### config.mk
export PLATFORM = sky130hd
export DESIGN_NAME = dmem_arbiter
export DESIGN_NICKNAME = d
export VERILOG_FILES = /design/src/rtl/dmem_arbiter.sv
export SDC_FILE = /design/constraint.sdc
export NUM_CORES = 1
export LEC_CHECK = 0
export ABC_CLOCK_PERIOD_IN_PS = 2800
export CAP_MARGIN = 20
export CORE_UTILIZATION = 43
export CTS_CLUSTER_DIAMETER = 50
export DETAILED_ROUTE_END_ITERATION = 16
export PLACE_DENSITY = 0.83
export SLEW_MARGIN = 20
export SYNTH_ARGS = -nofsm -noshare
export SYNTH_HDL_FRONTEND = slang
export SYNTH_SLANG_ARGS = --single-unit
### constraint.sdc
create_clock -name clk -period 2.8 [get_ports clk]
set_clock_uncertainty 0.1 [all_clocks]
set_input_delay 0.42 -clock clk [delete_from_list [all_inputs] [get_ports clk]]
set_output_delay 0.42 -clock clk [all_outputs]
set_load 0.01 [all_outputs]
### src/rtl/dmem_arbiter.sv
// -----------------------------------------------------------------------------
// dmem_arbiter
// Shares one single-port data memory between two requesters:
//   r0 = core memory-access stage, r1 = debug/DMA port.
// One access is in flight at a time. A request is accepted with a
// combinational grant in IDLE, the access is issued to memory with registered
// strobes one cycle later, and read data comes back to the owner as a
// registered one-cycle rvalid pulse.
//
// Parameters
//   ADDR_W  address width
//   DATA_W  data width
//   RD_LAT  memory read latency (1..4): mem_rdata_i is valid RD_LAT cycles
//           after the cycle mem_re_o is high
//
// Ports
//   clk, rst_n                   clock, asynchronous active-low reset
//   rN_req_i/we_i/addr_i/wdata_i requester N command (held until granted)
//   rN_gnt_o                     request accepted this cycle
//   rN_rvalid_o, rN_rdata_o      read return for requester N
//   mem_re_o, mem_we_o           registered memory strobes
//   mem_addr_o, mem_wdata_o      registered memory address / write data
//   mem_rdata_i                  memory read data
//
// Configuration macro
//   DMEM_ARB_FIXED_PRIO_EN  defined: r0 always wins contention.
//                           undefined: round-robin between the two ports.
// -----------------------------------------------------------------------------
module dmem_arbiter #(
  parameter int ADDR_W = 32,
  parameter int DATA_W = 32,
  parameter int RD_LAT = 1
) (
  input  logic              clk,
  input  logic              rst_n,
  input  logic              r0_req_i,
  input  logic              r0_we_i,
  input  logic [ADDR_W-1:0] r0_addr_i,
  input  logic [DATA_W-1:0] r0_wdata_i,
  output logic              r0_gnt_o,
  output logic              r0_rvalid_o,
  output logic [DATA_W-1:0] r0_rdata_o,
  input  logic              r1_req_i,
  input  logic              r1_we_i,
  input  logic [ADDR_W-1:0] r1_addr_i,
  input  logic [DATA_W-1:0] r1_wdata_i,
  output logic              r1_gnt_o,
  output logic              r1_rvalid_o,
  output logic [DATA_W-1:0] r1_rdata_o,
  output logic              mem_re_o,
  output logic              mem_we_o,
  output logic [ADDR_W-1:0] mem_addr_o,
  output logic [DATA_W-1:0] mem_wdata_o,
  input  logic [DATA_W-1:0] mem_rdata_i
);

  typedef enum logic [1:0] {
    IDLE  = 2'd0,
    ISSUE = 2'd1,
    WAIT  = 2'd2
  } state_t;

  localparam logic [2:0] LAT_INIT = 3'(RD_LAT);

  state_t            state;
  state_t            next_state;
  logic [2:0]        lat_cnt;
  logic              owner;
  logic              grant_any;
  logic              grant_sel;
  logic              win_we;
  logic [ADDR_W-1:0] win_addr;
  logic [DATA_W-1:0] win_wdata;
  logic              rd_done;

`ifndef DMEM_ARB_FIXED_PRIO_EN
  logic              last_winner;
`endif

  // Next-state and grant decode. Grants are gated with rst_n so they drop
  // immediately when reset is asserted, even though the state is already IDLE.
  always_comb begin
    next_state = state;
    grant_any  = 1'b0;
    grant_sel  = 1'b0;
    case (state)
      IDLE: begin
        if (rst_n && (r0_req_i || r1_req_i)) begin
          grant_any  = 1'b1;
`ifdef DMEM_ARB_FIXED_PRIO_EN
          grant_sel  = !r0_req_i;
`else
          // Under contention the port that did not win last time goes next.
          grant_sel  = (r0_req_i && r1_req_i) ? !last_winner : !r0_req_i;
`endif
          next_state = ISSUE;
        end
      end
      ISSUE:   next_state = mem_we_o ? IDLE : WAIT;
      WAIT:    if (lat_cnt == 3'd1) next_state = IDLE;
      default: next_state = IDLE;
    endcase
  end

  assign r0_gnt_o  = grant_any && !grant_sel;
  assign r1_gnt_o  = grant_any &&  grant_sel;
  assign win_we    = grant_sel ? r1_we_i    : r0_we_i;
  assign win_addr  = grant_sel ? r1_addr_i  : r0_addr_i;
  assign win_wdata = grant_sel ? r1_wdata_i : r0_wdata_i;
  assign rd_done   = (state == WAIT) && (lat_cnt == 3'd1);

  // State register.
  always_ff @(posedge clk or negedge rst_n) begin
    if (!rst_n) begin
      state <= IDLE;
    end else begin
      state <= next_state;
    end
  end

  // Datapath: the grant cycle latches the winner's command straight into the
  // memory-side registers, so the strobes are high exactly in ISSUE while the
  // address and write data simply hold until the next grant.
  always_ff @(posedge clk or negedge rst_n) begin
    if (!rst_n) begin
      mem_re_o    <= 1'b0;
      mem_we_o    <= 1'b0;
      mem_addr_o  <= '0;
      mem_wdata_o <= '0;
      owner       <= 1'b0;
      lat_cnt     <= 3'd0;
      r0_rvalid_o <= 1'b0;
      r1_rvalid_o <= 1'b0;
      r0_rdata_o  <= '0;
      r1_rdata_o  <= '0;
    end else begin
      mem_re_o <= grant_any && !win_we;
      mem_we_o <= grant_any &&  win_we;
      if (grant_any) begin
        mem_addr_o  <= win_addr;
        mem_wdata_o <= win_wdata;
        owner       <= grant_sel;
      end
      if (state == ISSUE) begin
        lat_cnt <= LAT_INIT;
      end else if (state == WAIT) begin
        lat_cnt <= lat_cnt - 3'd1;
      end
      r0_rvalid_o <= rd_done && !owner;
      r1_rvalid_o <= rd_done &&  owner;
      if (rd_done && !owner) r0_rdata_o <= mem_rdata_i;
      if (rd_done &&  owner) r1_rdata_o <= mem_rdata_i;
    end
  end

`ifndef DMEM_ARB_FIXED_PRIO_EN
  // Round-robin history; reset to r1 so that r0 wins the first contention.
  always_ff @(posedge clk or negedge rst_n) begin
    if (!rst_n) begin
      last_winner <= 1'b1;
    end else if (grant_any) begin
      last_winner <= grant_sel;
    end
  end
`endif

endmodule

==> metrics.txt <==
outcome=finished, violations left; failing checks=negative hold slack; fraction of layout cells with a size suffix above 1=15.1%; die area=13800 um^2; DRT Pass-1 Iters=4; Max Cap Viol=0; clk root buf=clkbuf_16; Hold Buf Count CTS=1; max-slew headroom at the worst pin=39.6%; critical path arrival=2100 ps; post-route ant nets=0; DP HPWL=11700 um; # clock sinks=139; Final Util=74.5%; largest net degree at the start of global routing=119; number of CTS-inserted buffers=17; slowest stage cell, crit path=clkdlybuf4s50_1; first-pass GRT wire length=26600 um; cell taking the most area after synthesis=dfrtp_1; Seq/Total Area, Yosys=60.8%; Max clock buf depth=2; post-DR vias/cell=5.24; Cells after Synth=405; Finish-stage setup viols=0; setup TNS=0 ps; Port Buffer Count=299; worst vdd ir=0.457 mV; area of the multi-input gates=2040 um^2; GPL Wtd Cong=0.897; post-cts sizing count=0; RSZ-0062 raised after global routing=false; Synth area leaders=dfrtp_1 60%, mux2_2 13%, a221o_1 11%; Initial Util=44.8%; Crit. End Element=output port; Max Fclk=0.382 GHz; CP Class=flop to output port; core area=12800 um^2; Leakage=4.07 nW; die span in y=117 um; DR iter-0 viols=403; GRT overflow=0; # rows=41; crit path launch type=flop; CP max FO=5; post-route minimum period=2620 ps; DRT Wirelength=16500 um; Syn-to-layout area delta=66.3%; top-area cell type share of the netlist area=60.4%; crit path cell chain=inv_1 -> ha_1 -> and2_4 -> and3_4 -> clkdlybuf4s50_1; nets@finish=874; GRT Util Overall=24.8%; PwrDens=1100 nW/um^2; register bit total from synthesis=139; required time worst endpoint=2280 ps; worst skew pair latency=410 ps; setup repair bufs after CTS=0; Die X-Extent=117 um; TritonCTS clock tree=done; synth unique cells=27; Tcrit/Tclk final=93.6%; Reg area=3480 um^2; Mapped Area=5720 um^2; DRC=0; ANT cells=0; H-tree depth=4; Net Count, Synth=576; Ys Warns=0; CP max stage delay=560 ps; Least-Margin Pin Slew=903 ps; initial antenna violation count=0; # IOs=300; Vias=4654; Worst-path clk slew=60 ps; Fill cells=810; Syn Area/Cell=14.1 um^2; Final Max Tran Viols=0; Final Hold Viols=5; vias in the first global route=4979; hold_ws=-11.4 ps; WL/cell=18.6 um; worst hold path type=primary input to asynchronous set/reset pin
[cells in the final DEF, fill, tap and decap left out, types with 4 or more instances in the layout]
master / n
a21oi_1: 4
a221o_1: 64
and2_1: 64
buf_4: 6
bufinv_16: 5
clkbuf_16: 17
clkbuf_8: 4
clkdlybuf4s50_1: 298
dfrtp_1: 138
ha_1: 5
inv_1: 9
mux2_2: 65
nand2_1: 4
nor2_1: 4
[cell families (layout without fill, tap and decap cells)]
| logic type | Yosys count | count (layout) | share of synthesized area, % |
|---|---|---|---|
| flops | 139 | 139 | 60.8 |
| simple gates | 80 | 80 | 8.62 |
| compound gates | 77 | 77 | 12.6 |
| mux | 67 | 67 | 13.1 |
| buf+inv | 37 | 348 | 3.72 |
| fa+ha+maj | 5 | 5 | 1.09 |
[sequential cells by signal, indices dropped and copies added (netlist names)]
name         cells
r1_rvalid_o      1
mem_addr_o      32
r0_rdata_o      32
mem_re_o         1
mem_wdata_o     32
mem_we_o         1
r1_rdata_o      32
r0_rvalid_o      1
state            2
last_winner      1
lat_cnt          3
owner            1
[where the power goes]
group | switching (mW) | leakage, nW | internal, mW | total, mW
clock network | 0.825 | 0.320 | 1.68 | 2.51
registers | 0.513 | 1.73 | 2.98 | 3.49
logic | 1.70 | 2.03 | 2.75 | 4.45
total | 3.03 | 4.07 | 7.41 | 10.4
[cell usage after synthesis]
| cell | count |
|---|---|
| nand2_1 | 4 |
| a22oi_1 | 1 |
| a21oi_1 | 5 |
| buf_6 | 8 |
| nor3b_2 | 1 |
| o21ai_0 | 2 |
| dfstp_2 | 1 |
| and2_1 | 64 |
| nor2_1 | 4 |
| mux2i_1 | 2 |
| clkbuf_1 | 9 |
| clkbuf_2 | 1 |
| o22ai_1 | 1 |
| and3_4 | 1 |
| mux2_2 | 65 |
| a221o_1 | 64 |
| ha_1 | 5 |
| nand2b_1 | 2 |
| inv_1 | 9 |
| o31ai_1 | 1 |
| a21o_1 | 1 |
| buf_2 | 10 |
| and2_4 | 1 |
| nand3_1 | 1 |
| dfrtp_1 | 138 |
| nand4_1 | 2 |
| o211ai_1 | 2 |
[final timing paths]
check / startpoint / end / slack, ps / cells past startpoint
min in group clk: rst_n / mem_we_o$_DFF_PN0_ / 360 / 4
max in group asynchronous: rst_n / mem_wdata_o[15]$_DFFE_PN0P_ / 1440 / 2
worst min register to register: r1_rdata_o[0]$_DFFE_PN0P_ / r1_rdata_o[0]$_DFFE_PN0P_ / 400 / 1
worst min-delay path: rst_n / mem_addr_o[10]$_DFFE_PN0P_ / -10 / 2
worst max register to register: state[0]$_DFFE_PN0P_ / mem_addr_o[21]$_DFFE_PN0P_ / 610 / 6
worst max-delay path: state[0]$_DFFE_PN0P_ / r1_gnt_o / 180 / 5
[worst max-delay path, delay by kind of cell, from the launching register on]
family                     cells  cell delay [ps]
and+or+nand+nor                2              370
buffers and inverters          2              660
adders and majority gates      1              270
DFF                            1              380
[per-stage QoR]
step / worst slack [ps] / hold slack [ps] / cell area [um^2] / power (mW) / instances
after floorplan: 937 / 24.4 / 5720 / 5.41 / 405
after global placement: 479 / 188 / 8830 / 7.80 / 855
after detailed placement: 468 / 193 / 8830 / 7.97 / 855
after CTS: 168 / 55.4 / 9510 / 10.5 / 888
after global routing: 101 / 73.5 / 9510 / 11.0 / 888
final: 180 / -11.4 / 9510 / 10.4 / 888
[routing by layer]
metal	share of wire [%]	up-vias	GRT usage, %	wire [um]
li1	-	2096	-	-
met2	50	240	41.1	8210
met1	40	2280	29.9	6510
met5	0	-	0	0
met3	7.8	38	8.27	1280
met4	2.9	0	9.09	471
[final cells by class]
class / instances / share of cell area (%)
Sequential cell: 139 / 36.6
Clock inverter: 9 / 1.92
Timing Repair Buffer: 307 / 32.3
Clock buffer: 23 / 5.13
Tap cell: 172 / 2.26
Multi-Input combinational cell: 229 / 21.5
Inverter: 9 / 0.355
No activity file was read; power rests on OpenSTA's default activity.
